[src/rtl/ccff_bitstream_loader.sv]
// Configuration-chain loader: serializes valid/ready words MSB first onto the chain head
// and terminates after CHAIN_LEN bits. Optional tail readback enabled by CCFF_READBACK_EN.
module ccff_bitstream_loader #(
  parameter int CHAIN_LEN = 25,
  parameter int WORD_W    = 8,
  parameter int CNT_W     = $clog2(CHAIN_LEN+1)
) (
  input  logic              prog_clk,
  input  logic              pReset,
  input  logic              start,
  input  logic [WORD_W-1:0] word_data,
  input  logic              word_valid,
  output logic              word_ready,
  output logic              ccff_head,
  output logic              ccff_shift_en,
  input  logic              ccff_tail,
  output logic              busy,
  output logic              done,
  output logic [CNT_W-1:0]  bit_count,
  output logic [WORD_W-1:0] rb_data,
  output logic              rb_valid
);
  localparam int NWORDS = (CHAIN_LEN + WORD_W - 1) / WORD_W;
  localparam int IDX_W  = $clog2(WORD_W+1);
  localparam int WC_W   = $clog2(NWORDS+1);

  localparam logic [1:0] S_IDLE  = 2'd0;
  localparam logic [1:0] S_FETCH = 2'd1;
  localparam logic [1:0] S_SHIFT = 2'd2;
  localparam logic [1:0] S_DONE  = 2'd3;

  logic [1:0]        state_q, state_d;
  logic [WORD_W-1:0] shreg_q, shreg_d;
  logic [IDX_W-1:0]  bidx_q, bidx_d;
  logic [WC_W-1:0]   wcnt_q, wcnt_d;
  logic [CNT_W-1:0]  cnt_q, cnt_d;
  logic              head_q, shen_q, busy_q, done_q;
  logic              last_word_bit, last_chain, words_left, accept, start_ok;

  assign last_word_bit = (bidx_q == IDX_W'(WORD_W-1));
  assign last_chain    = (cnt_q == CNT_W'(CHAIN_LEN-1));
  assign words_left    = (wcnt_q < WC_W'(NWORDS));
  assign start_ok      = start && (state_q == S_IDLE || state_q == S_DONE);

  always_comb begin
    word_ready = 1'b0;
    case (state_q)
      S_FETCH: word_ready = 1'b1;
      S_SHIFT: word_ready = last_word_bit && !last_chain && words_left;
      default: word_ready = 1'b0;
    endcase
  end

  assign accept = word_ready && word_valid;

  always_comb begin
    state_d = state_q;
    shreg_d = shreg_q;
    bidx_d  = bidx_q;
    wcnt_d  = wcnt_q;
    cnt_d   = cnt_q;
    case (state_q)
      S_IDLE, S_DONE: begin
        if (start) begin
          state_d = S_FETCH;
          cnt_d   = '0;
          wcnt_d  = '0;
        end
      end
      S_FETCH: begin
        if (accept) begin
          state_d = S_SHIFT;
          shreg_d = word_data;
          bidx_d  = '0;
          wcnt_d  = wcnt_q + WC_W'(1);
        end
      end
      default: begin
        shreg_d = shreg_q << 1;
        bidx_d  = bidx_q + IDX_W'(1);
        cnt_d   = cnt_q + CNT_W'(1);
        if (last_chain) begin
          state_d = S_DONE;
        end else if (accept) begin
          // back-to-back word: reload without a bubble on the chain
          shreg_d = word_data;
          bidx_d  = '0;
          wcnt_d  = wcnt_q + WC_W'(1);
        end else if (last_word_bit) begin
          state_d = S_FETCH;
        end
      end
    endcase
  end

  always_ff @(posedge prog_clk) begin
    if (pReset) begin
      state_q <= S_IDLE;
      shreg_q <= '0;
      bidx_q  <= '0;
      wcnt_q  <= '0;
      cnt_q   <= '0;
      head_q  <= 1'b0;
      shen_q  <= 1'b0;
      busy_q  <= 1'b0;
      done_q  <= 1'b0;
    end else begin
      state_q <= state_d;
      shreg_q <= shreg_d;
      bidx_q  <= bidx_d;
      wcnt_q  <= wcnt_d;
      cnt_q   <= cnt_d;
      head_q  <= (state_d == S_SHIFT) && shreg_d[WORD_W-1];
      shen_q  <= (state_d == S_SHIFT);
      busy_q  <= (state_d == S_FETCH) || (state_d == S_SHIFT);
      done_q  <= (state_d == S_DONE);
    end
  end

  assign ccff_head     = head_q;
  assign ccff_shift_en = shen_q;
  assign busy          = busy_q;
  assign done          = done_q;
  assign bit_count     = cnt_q;

`ifdef CCFF_READBACK_EN
  localparam int RB_W = $clog2(WORD_W+1);

  logic [WORD_W-1:0] acc_q, acc_d, acc_n, rbd_q, rbd_d;
  logic [RB_W-1:0]   rbn_q, rbn_d, rbn_n;
  logic              rbv_q, rbv_d;

  assign acc_n = (acc_q << 1) | WORD_W'(ccff_tail);
  assign rbn_n = rbn_q + RB_W'(1);

  always_comb begin
    acc_d = acc_q;
    rbn_d = rbn_q;
    rbd_d = rbd_q;
    rbv_d = 1'b0;
    if (start_ok) begin
      acc_d = '0;
      rbn_d = '0;
    end else if (shen_q) begin
      if (rbn_n == RB_W'(WORD_W) || last_chain) begin
        // partial final word comes out left-aligned, zero-padded
        rbd_d = acc_n << (RB_W'(WORD_W) - rbn_n);
        rbv_d = 1'b1;
        acc_d = '0;
        rbn_d = '0;
      end else begin
        acc_d = acc_n;
        rbn_d = rbn_n;
      end
    end
  end

  always_ff @(posedge prog_clk) begin
    if (pReset) begin
      acc_q <= '0;
      rbn_q <= '0;
      rbd_q <= '0;
      rbv_q <= 1'b0;
    end else begin
      acc_q <= acc_d;
      rbn_q <= rbn_d;
      rbd_q <= rbd_d;
      rbv_q <= rbv_d;
    end
  end

  assign rb_data  = rbd_q;
  assign rb_valid = rbv_q;
`else
  logic unused_rb;
  assign unused_rb = ccff_tail ^ start_ok;
  assign rb_data   = '0;
  assign rb_valid  = 1'b0;
`endif

endmodule

[config.mk]
export PLATFORM = sky130hd
export DESIGN_NAME = ccff_bitstream_loader
export DESIGN_NICKNAME = d
export VERILOG_FILES = /design/src/rtl/ccff_bitstream_loader.sv
export SDC_FILE = /design/constraint.sdc
export NUM_CORES = 1
export LEC_CHECK = 0
export ABC_AREA = 1
export CORE_UTILIZATION = 53
export DETAILED_ROUTE_END_ITERATION = 10
export HOLD_SLACK_MARGIN = 0.08
export PLACE_DENSITY = 0.88
export SYNTH_ARGS = -nofsm -noshare
export SYNTH_HDL_FRONTEND = slang
export SYNTH_SLANG_ARGS = --single-unit
[constraint.sdc]
create_clock -name prog_clk -period 4.9 [get_ports prog_clk]
set_input_delay 0.98 -clock prog_clk [delete_from_list [all_inputs] [get_ports prog_clk]]
set_output_delay 0.98 -clock prog_clk [all_outputs]
set_load 0.05 [all_outputs]
==> impl_results.md, run 1 <==
* Outcome: finished, final reports clean
* NetSw at 0.150 mW
* Register-to-Register Path Depth at 12
* Power Total at slightly below 0.5 mW
* Port bufs at 21
* Logic pwr share at 0.220
* Setup crit end kind: primary output
* Worst path depth at 10
* R2R Setup Slk at ~2600 ps
* Number of global-route vias before repair at about 1.1k
* Hold crit path type: flip-flop to flip-flop
* Synth top area share at 0.361
* RSZ-0062 raised after global routing: no
* Reg area at around 520 um^2
* IO Count at 32
* Die ar. at around 0.0029 mm^2
* Synth area leaders: dfxtp_1 36%, ha_1 7.8%, a21oi_1 6.9%
* Avg Cell Area, Syn at about 7.5 um^2
* Initial Utilization at 0.571
* Area of the multi-input gates at around 760 um^2
* Clk_lat worst skew at ~340 ps
* Worst r2r dst: done$_SDFF_PP0_
* P_leak at approximately 0.74 nW
* Crit share post-route at 0.671
* Register area share after synthesis at 0.361
* Worst setup margin at 1610 ps
* NumNets Final at ~240
* Critical path type: flip-flop to primary output
* DR vias at between 1k and 1.5k
* Mapped cell area at 0.00144 mm^2
* Start point of the worst hold path: shreg_q[0]$_SDFFE_PP0P_
* Share of cells above drive strength 1 at 0.0939
* FFs w/ async S/R, synth at 0
* CP bufs+invs at 4
* Cell count after synthesis at approximately 190
* Antenna-violating nets left at 0
* Switching share of total power at 0.307
* Main flop type after synthesis: dfxtp_1
* TritonRoute pass-1 iters at 4
* Avg WL per Cell at roughly 12 um
* GRT Total Usage at 0.225
* Routed wire length at just under 3000 um
* Layout Skew at ~11 ps
* Delay-heaviest family, CP: buffers and inverters
* Seq pwr share at 0.472
* Largest net degree at the start of global routing at 16
* Pwr Density at around 290 mW/mm^2
* Ys Warns at 0
* Dpl hpwl at roughly 2000 um
* H-tree depth at 1
* Top cell type by total area after synthesis: dfxtp_1
* Crit-path slowest cell: clkdlybuf4s50_1
* Cts hold-fix bufs at 0
* Root buf cell: clkbuf_4
* Num Clock Sinks at 26
* Max clock buf depth at 2
* # DRC at 0
* Largest fanout on the critical path at 5
* Setup Slack @ Placement at 2000 ps
* Num CTS Buffers at 3
* Reg-to-reg startpoint: state_q[0]$_SDFF_PP0_
* Die Y at roughly 54 um
* CTS resizes at 0
* Post-synthesis cell type count at 32
* Rows at 18
* Slew Limit Fails at 0
* Vias per inst at 5.32
* DR iter-0 viols at 36
* CTS tree: done
* P_int at 0.339 mW
* Postcts setup bufs at 0
* Total global routing overflow at 0
* Endpoints failing hold at 0
* FMAX at slightly above 300 MHz
* GP Congestion at about 0.94
* Critical path, cell by cell: inv_1 -> ha_1 -> nand2_1 -> inv_1 -> nand2_2 -> nand3_2 -> nand2_4 -> nand2_1 -> inv_1 -> clkdlybuf4s50_1
* Startpoint Class: flip-flop
* Headroom to the max-slew limit at 0.651
* Maximum VDD drop at 284 uV
* Inserted Diodes at 0
* WHS Endpoint: shreg_q[0]$_SDFFE_PP0P_
* Setup TNS Final at 0 ps
* CP max stage delay at 780 ps
* Worst-path clk slew at around 150 ps
* Total of max-cap violations at 0
* Required @ worst endpoint at a little under 4000 ps
* Post-synth EDFFs at 0
* Crit path top cell by count: inv_1
* Antenna violations before repair at 0
* Final setup fails at 0
* Area Growth Syn to Fin at 17.5%
* WHS Path Cells at 2
* Slew of the pin with the lowest slew margin at about 520 ps
* Synth top cells by count: 26 x dfxtp_1, 26 x nand2_1, 25 x inv_1
* Flops & latches, synth at 26
* Critical path arrival at between 2000 and 2500 ps
* Total core area at roughly 0.0025 mm^2
* Fin util at 0.672
* Power share of the clock group at 0.309
* First-pass GRT wire length at 4710 um
* Min Tclk post-route at 3290 ps
* Fill count at 245
* Worst Setup SP: bit_count[0]$_SDFFE_PP0P_
* Die X-Extent at about 54 um
layout by cell type, fill, tap and decap left out, types with 8 or more instances in the layout:
master | synthesis | final
nand2_1 | 26 | 26
ha_1 | 9 | 9
nor2_1 | 15 | 15
a21oi_1 | 20 | 20
clkdlybuf4s50_1 | 0 | 21
nand3_1 | 8 | 8
inv_1 | 25 | 25
dfxtp_1 | 26 | 26
conb_1 | 1 | 9
o21ai_0 | 14 | 14
worst max path at each step:
stage / slack, ps / endpoint
floorplan: 2210 / word_ready
global placement: 2010 / word_ready
detailed placement: 2000 / word_ready
CTS: 1590 / word_ready
global route: 1450 / word_ready
finish: 1610 / word_ready
cell families after synthesis:
logic type | count (synthesis) | synth area share
compound gates | 42 | 0.158
other cells | 1 | 0.00260
simple gates | 73 | 0.264
fa+ha+maj | 9 | 0.0781
buf+inv | 40 | 0.130
flops | 26 | 0.361
xor+xnor | 1 | 0.00608
worst min-delay path, delay by kind of cell, from the launching register on:
family / cells / cell delay, ps
AOI/OAI and AO/OA: 1 / 50
DFF: 1 / 340
and+or+nand+nor: 1 / 60
layer usage:
layer / track usage / vias to the layer above / part of all wire
met1: 0.262 / 592 / 0.46
li1: - / 651 / -
met2: 0.378 / 43 / 0.46
met5: 0 / - / 0
met4: 0.0855 / 0 / 0.015
met3: 0.0734 / 7 / 0.056
registers in the layout, summed over array words and instances, names as in the netlist:
signal,flops
state_q,2
wcnt_q,3
busy,1
bidx_q,4
ccff_head,1
shreg_q,8
ccff_shift_en,1
bit_count,5
done,1
power groups by stage:
stage | Clock, mW | Sequential, mW | Combinational [mW]
floorplan | 0 | 0.243 | 0.0725
global route | 0.164 | 0.232 | 0.117
global placement | 0 | 0.235 | 0.104
detailed placement | 0 | 0.235 | 0.105
finish | 0.151 | 0.230 | 0.107
CTS | 0.155 | 0.231 | 0.106
layout make-up:
type                       count  area share
timing repair buffer          22       0.129
clock buffer                   3      0.0133
multi-input combinational    134       0.451
clock inverter                 1      0.0177
sequential                    26       0.307
tap                           30      0.0222
inverter                      27      0.0606
stage by stage:
step	cell area (um^2)	instances	hold slack, ps
final	1690	243	476
after global placement	1640	239	448
after CTS	1690	243	479
after detailed placement	1640	239	459
after global routing	1690	243	510
after floorplan	1470	200	429
Power figures use the tool's default switching activity.
==> run 2: changes to the inputs <==
--- a/config.mk
+++ b/config.mk
@@ -6,10 +6,10 @@
 export NUM_CORES = 1
 export LEC_CHECK = 0
 export ABC_AREA = 1
-export CORE_UTILIZATION = 53
+export CORE_UTILIZATION = 45
 export DETAILED_ROUTE_END_ITERATION = 10
 export HOLD_SLACK_MARGIN = 0.08
-export PLACE_DENSITY = 0.88
+export PLACE_DENSITY = 0.8
 export SYNTH_ARGS = -nofsm -noshare
 export SYNTH_HDL_FRONTEND = slang
 export SYNTH_SLANG_ARGS = --single-unit
==> constraint.sdc (replaced) <==
create_clock -name prog_clk -period 2.8 [get_ports prog_clk]
set_input_delay 0.56 -clock prog_clk [delete_from_list [all_inputs] [get_ports prog_clk]]
set_output_delay 0.56 -clock prog_clk [all_outputs]
set_load 0.05 [all_outputs]
==> run 2 against run 1 <==
  * First-iteration DRC count fell by 39%
  * Flip-flop and latch count did not move
  * Cell area rose by 1.3%
  * Critical path type unchanged
==> impl_results.md, run 2 (synthesized netlist as in run 1, its figures left out) <==
* Outcome: finished, final reports clean
* Largest Register: shreg_q
* GRT Total Usage at 0.181
* Hold crit path type: flip-flop to flip-flop
* Required @ worst endpoint at between 2000 and 2500 ps
* H-tree depth at 1
* Share of cells above drive strength 1 at 0.103
* Most frequent cells in the layout: 26 x nand2_1, 26 x dfxtp_1, 25 x inv_1, 20 x a21oi_1, 20 x clkdlybuf4s50_1
* Num CTS Buffers at 3
* Die ar. at approximately 0.0034 mm^2
* Register-to-Register Path Depth at 10
* Final setup fails at 0
* FMAX at around 440 MHz
* DR iter-0 viols at 22
* CTS tree: done
* Area Growth Syn to Fin at 19.1%
* DR vias at 1,242
* R2R Setup Slk at around 640 ps
* Max FFs per register at 8
* Critical path type: flip-flop to primary output
* Fill count at around 310
* Die X-Extent at 58.6 um
* P_leak at about 0.75 nW
* Dpl hpwl at roughly 2100 um
* Vias per inst at 4.81
* Worst-path clk slew at 150 ps
* Area after DPL at roughly 0.0017 mm^2
* CTS resizes at 0
* Routed wire length at between 2000 and 3000 um
* Inserted Diodes at 0
* Initial Utilization at 0.472
* Worst setup margin at about 540 ps
* Slew Limit Fails at 0
* Setup crit end kind: primary output
* # DRC at 0
* Critical path arrival at about 1700 ps
* Crit share post-route at 0.807
* Avg WL per Cell at 10.6 um
* Total of max-cap violations at 0
* Pwr Density at about 500 mW/mm^2
* Setup Slack @ Placement at between 500 and 600 ps
* IO Count at 32
* Largest fanout on the critical path at 5
* WHS Path Cells at 1
* Port bufs at 21
* Headroom to the max-slew limit at 0.662
* First-pass GRT wire length at 4770 um
* GP Congestion at just under 0.9
* Startpoint Class: flip-flop
* Antenna violations before repair at 0
* Endpoints failing hold at 0
* Largest net degree at the start of global routing at 16
* Num Clock Sinks at 26
* Total core area at 0.00305 mm^2
* RSZ-0062 raised after global routing: no
* TritonRoute pass-1 iters at 5
* Setup TNS Final at 0 ps
* Max clock buf depth at 2
* Number of global-route vias before repair at about 1.1k
* Design Area, Final at roughly 0.0017 mm^2
* Maximum VDD drop at around 240 uV
* Fin util at 0.562
* Total global routing overflow at 0
* Antenna-violating nets left at 0
* NumNets Final at approximately 240
* Layout Skew at 2.42 ps
* Rows at 20
* Root buf cell: clkbuf_4
* Die Y at 58.6 um
* Cts hold-fix bufs at 0
* Clk_lat worst skew at roughly 330 ps
* Min Tclk post-route at 2260 ps
* Postcts setup bufs at 0
* Slew of the pin with the lowest slew margin at about 500 ps
-- run 2: power breakdown --
group	leakage [nW]	total (mW)	internal, mW	switching (mW)
clock network	0.0279	0.264	0.145	0.119
registers	0.211	0.403	0.390	0.0130
logic	0.512	0.187	0.0582	0.129
-- run 2: through the flow --
step / hold WS [ps] / power, mW / std cells
floorplan: 429 / 0.553 / 200
global placement: 446 / 0.594 / 254
detailed placement: 456 / 0.598 / 254
CTS: 476 / 0.858 / 258
global route: 504 / 0.895 / 258
finish: 471 / 0.854 / 258
-- run 2: final timing paths --
check / start / to
max: bit_count[0]$_SDFFE_PP0P_ / word_ready
min: wcnt_q[0]$_SDFFE_PP0P_ / wcnt_q[0]$_SDFFE_PP0P_
max reg2reg: state_q[0]$_SDFF_PP0_ / busy$_SDFF_PP0_
min reg2reg: wcnt_q[0]$_SDFFE_PP0P_ / wcnt_q[0]$_SDFFE_PP0P_
-- run 2: cell type report --
type	count	area, um^2	share of cell area
Inverter	27	103	0.0598
Tap cell	44	55.1	0.0321
Timing Repair Buffer	23	223	0.130
Clock buffer	3	22.5	0.0131
Sequential cell	26	520	0.303
Clock inverter	1	30.0	0.0175
Multi-Input combinational cell	134	763	0.445
-- run 2: critical path, stage by stage (launching register included) --
cell,delay (ps)
dfxtp_1,410
inv_1,80
ha_1,200
nand2_1,60
inv_1,40
nand2_2,110
nand3_2,90
nand2_4,100
nand2_1,50
inv_1,50
buf_4,180
-- run 2: layer usage --
layer	GRT usage	wire length [um]	vias up
met5	0	0	-
met3	0.0198	132	0
met2	0.297	1300	34
li1	-	-	652
met4	0.0850	0	0
met1	0.238	1310	556
==> run 3: changes to the inputs <==
==> constraint.sdc (replaced) <==
create_clock -name prog_clk -period 1.91 [get_ports prog_clk]
set_input_delay 0.382 -clock prog_clk [delete_from_list [all_inputs] [get_ports prog_clk]]
set_output_delay 0.382 -clock prog_clk [all_outputs]
set_load 0.05 [all_outputs]
==> run 3 against run 2 <==
  * Die area unchanged
  * Non-clock buffer count up 18
  * First-iteration DRC count up 130%
  * Critical path depth down 2
==> impl_results.md, run 3 (synthesized netlist as in run 1, its figures left out) <==
* Outcome: finished, final reports clean
* DR vias at roughly 1.4k
* FMAX at about 530 MHz
* Post-Layout Cell Count at 276
* Root buf cell: clkbuf_4
* Min Tclk post-route at approximately 1900 ps
* Die Y at roughly 60 um
* Largest net degree at the start of global routing at 15
* Endpoints failing hold at 0
* Most common cell after layout, fill and taps aside: nand2_1
* TritonRoute pass-1 iters at 4
* NumNets Final at approximately 260
* Critical path arrival at 1520 ps
* Crit-path slowest cell: dfxtp_2
* Num Clock Sinks at 26
* Slew Limit Fails at 0
* Pwr Density at about 620 mW/mm^2
* Required @ worst endpoint at between 1500 and 2000 ps
* Area Growth Syn to Fin at 32.6%
* Layout Skew at roughly 13 ps
* IO Count at 32
* DR iter-0 viols at about 50
* Number of global-route vias before repair at 1,174
* RSZ-0062 raised after global routing: yes
* Design Area, Final at about 0.0019 mm^2
* Vias per inst at 4.96
* Worst-path clk slew at 140 ps
* Most frequent cells in the layout: 24 x nand2_1, 21 x inv_1, 21 x buf_4, 20 x a21oi_1, 20 x dfxtp_1
* Largest Register: shreg_q
* Headroom to the max-slew limit at 0.659
* Worst setup margin at roughly 10 ps
* Hold crit path type: flip-flop to flip-flop
* Avg WL per Cell at approximately 12 um
* P_leak at just under 0.9 nW
* Power Total at between 1 and 1.5 mW
* CTS tree: done
* Critical path type: flip-flop to primary output
* Share of cells above drive strength 1 at 0.250
* Startpoint Class: flip-flop
* Routed wire length at ~3200 um
* First-pass GRT wire length at 5080 um
* Port bufs at 21
* Rows at 20
* GRT Total Usage at 0.194
* Post-placement cell count at 265
* Cts hold-fix bufs at 0
* Initial Utilization at 0.472
* Antenna-violating nets left at 0
* GP Congestion at around 0.89
* Critical path, cell by cell: ha_4 -> nand2_4 -> nor2_4 -> nand3_2 -> nand2_4 -> nand2_2 -> inv_2 -> buf_12
* Dpl hpwl at between 2000 and 2500 um
* Max clock buf depth at 2
* Crit path top cell by count: nand2_4
* Clk_lat worst skew at around 330 ps
* Total global routing overflow at 0
* Setup Slack @ Placement at ~1.2 ps
* Total core area at around 0.0031 mm^2
* Slew of the pin with the lowest slew margin at a little over 500 ps
* H-tree depth at 1
* Crit share post-route at 0.995
* CP max stage delay at slightly below 400 ps
* Maximum VDD drop at 404 uV
* Antenna violations before repair at 0
* Final setup fails at 0
* Setup crit end kind: primary output
* Area after DPL at 0.00177 mm^2
* Largest fanout on the critical path at 3
* Die ar. at approximately 0.0034 mm^2
* Die X-Extent at between 50 and 60 um
* Inserted Diodes at 0
* Max FFs per register at 8
* # DRC at 0
* Num CTS Buffers at 3
* Total of max-cap violations at 0
run 3: cell types whose count changed in the layout (fill, tap and decap cells not counted), moves of 4 or more:
cell and change:
inv_1 -4, buf_4 +18, clkdlybuf4s50_1 -5, dfxtp_1 -6
dfxtp_2 +4, ha_1 -4
run 3: worst paths after layout:
kind	to	start	cells past startpoint	slack (ps)
worst max-delay path	word_ready	bidx_q[1]$_SDFFE_PP0P_	8	10
worst min-delay path	shreg_q[0]$_SDFFE_PP0P_	shreg_q[0]$_SDFFE_PP0P_	2	480
worst max register to register	busy$_SDFF_PP0_	state_q[1]$_SDFF_PP0_	9	90
worst min register to register	shreg_q[0]$_SDFFE_PP0P_	shreg_q[0]$_SDFFE_PP0P_	2	480
run 3: layout make-up:
class / instances / area (um^2)
Multi-Input combinational cell: 134 / 825
Inverter: 27 / 105
Clock inverter: 1 / 3.75
Fill cell: 269 / 1140
Clock buffer: 3 / 22.5
Sequential cell: 26 / 533
Timing Repair Buffer: 41 / 367
Tap cell: 44 / 55.1
run 3: what timing repair did:
item	4_1_cts	5_1_grt
setup buffers	6	1
gates cloned	0	0
gates resized for setup	11	14
endpoints found under the setup margin	5	10
hold endpoints to repair	0	0
pin swaps	2	4
run 3: through the flow:
| stage | hold slack [ps] | util | TNS (ps) |
|---|---|---|---|
| floorplan | 429 | - | 0 |
| global placement | 447 | 0.579 | 0 |
| detailed placement | 449 | 0.579 | 0 |
| CTS | 471 | 0.603 | -28.3 |
| global route | 499 | 0.626 | -97.2 |
| finish | 476 | 0.626 | 0 |
run 3: power breakdown:
group	switching (mW)	total [mW]	internal (mW)
combinational	0.212	0.347	0.136
sequential	0.0230	0.596	0.573
clock	0.163	0.240	0.0768
total	0.398	1.18	0.786
run 3: routing by layer:
metal	track usage	vias to the layer above	wire, um
met5	0	-	0
met4	0.0782	0	40
met3	0.0330	5	126
met2	0.335	34	1650
met1	0.240	638	1410
li1	-	692	-
run 3: critical path, delay by kind of cell, from the launching register on:
kind / cells / cell delay (ps)
adder cells (fa/ha/maj): 1 / 150
buffers and inverters: 2 / 190
flip-flops: 1 / 390
AND/OR/NAND/NOR: 5 / 450
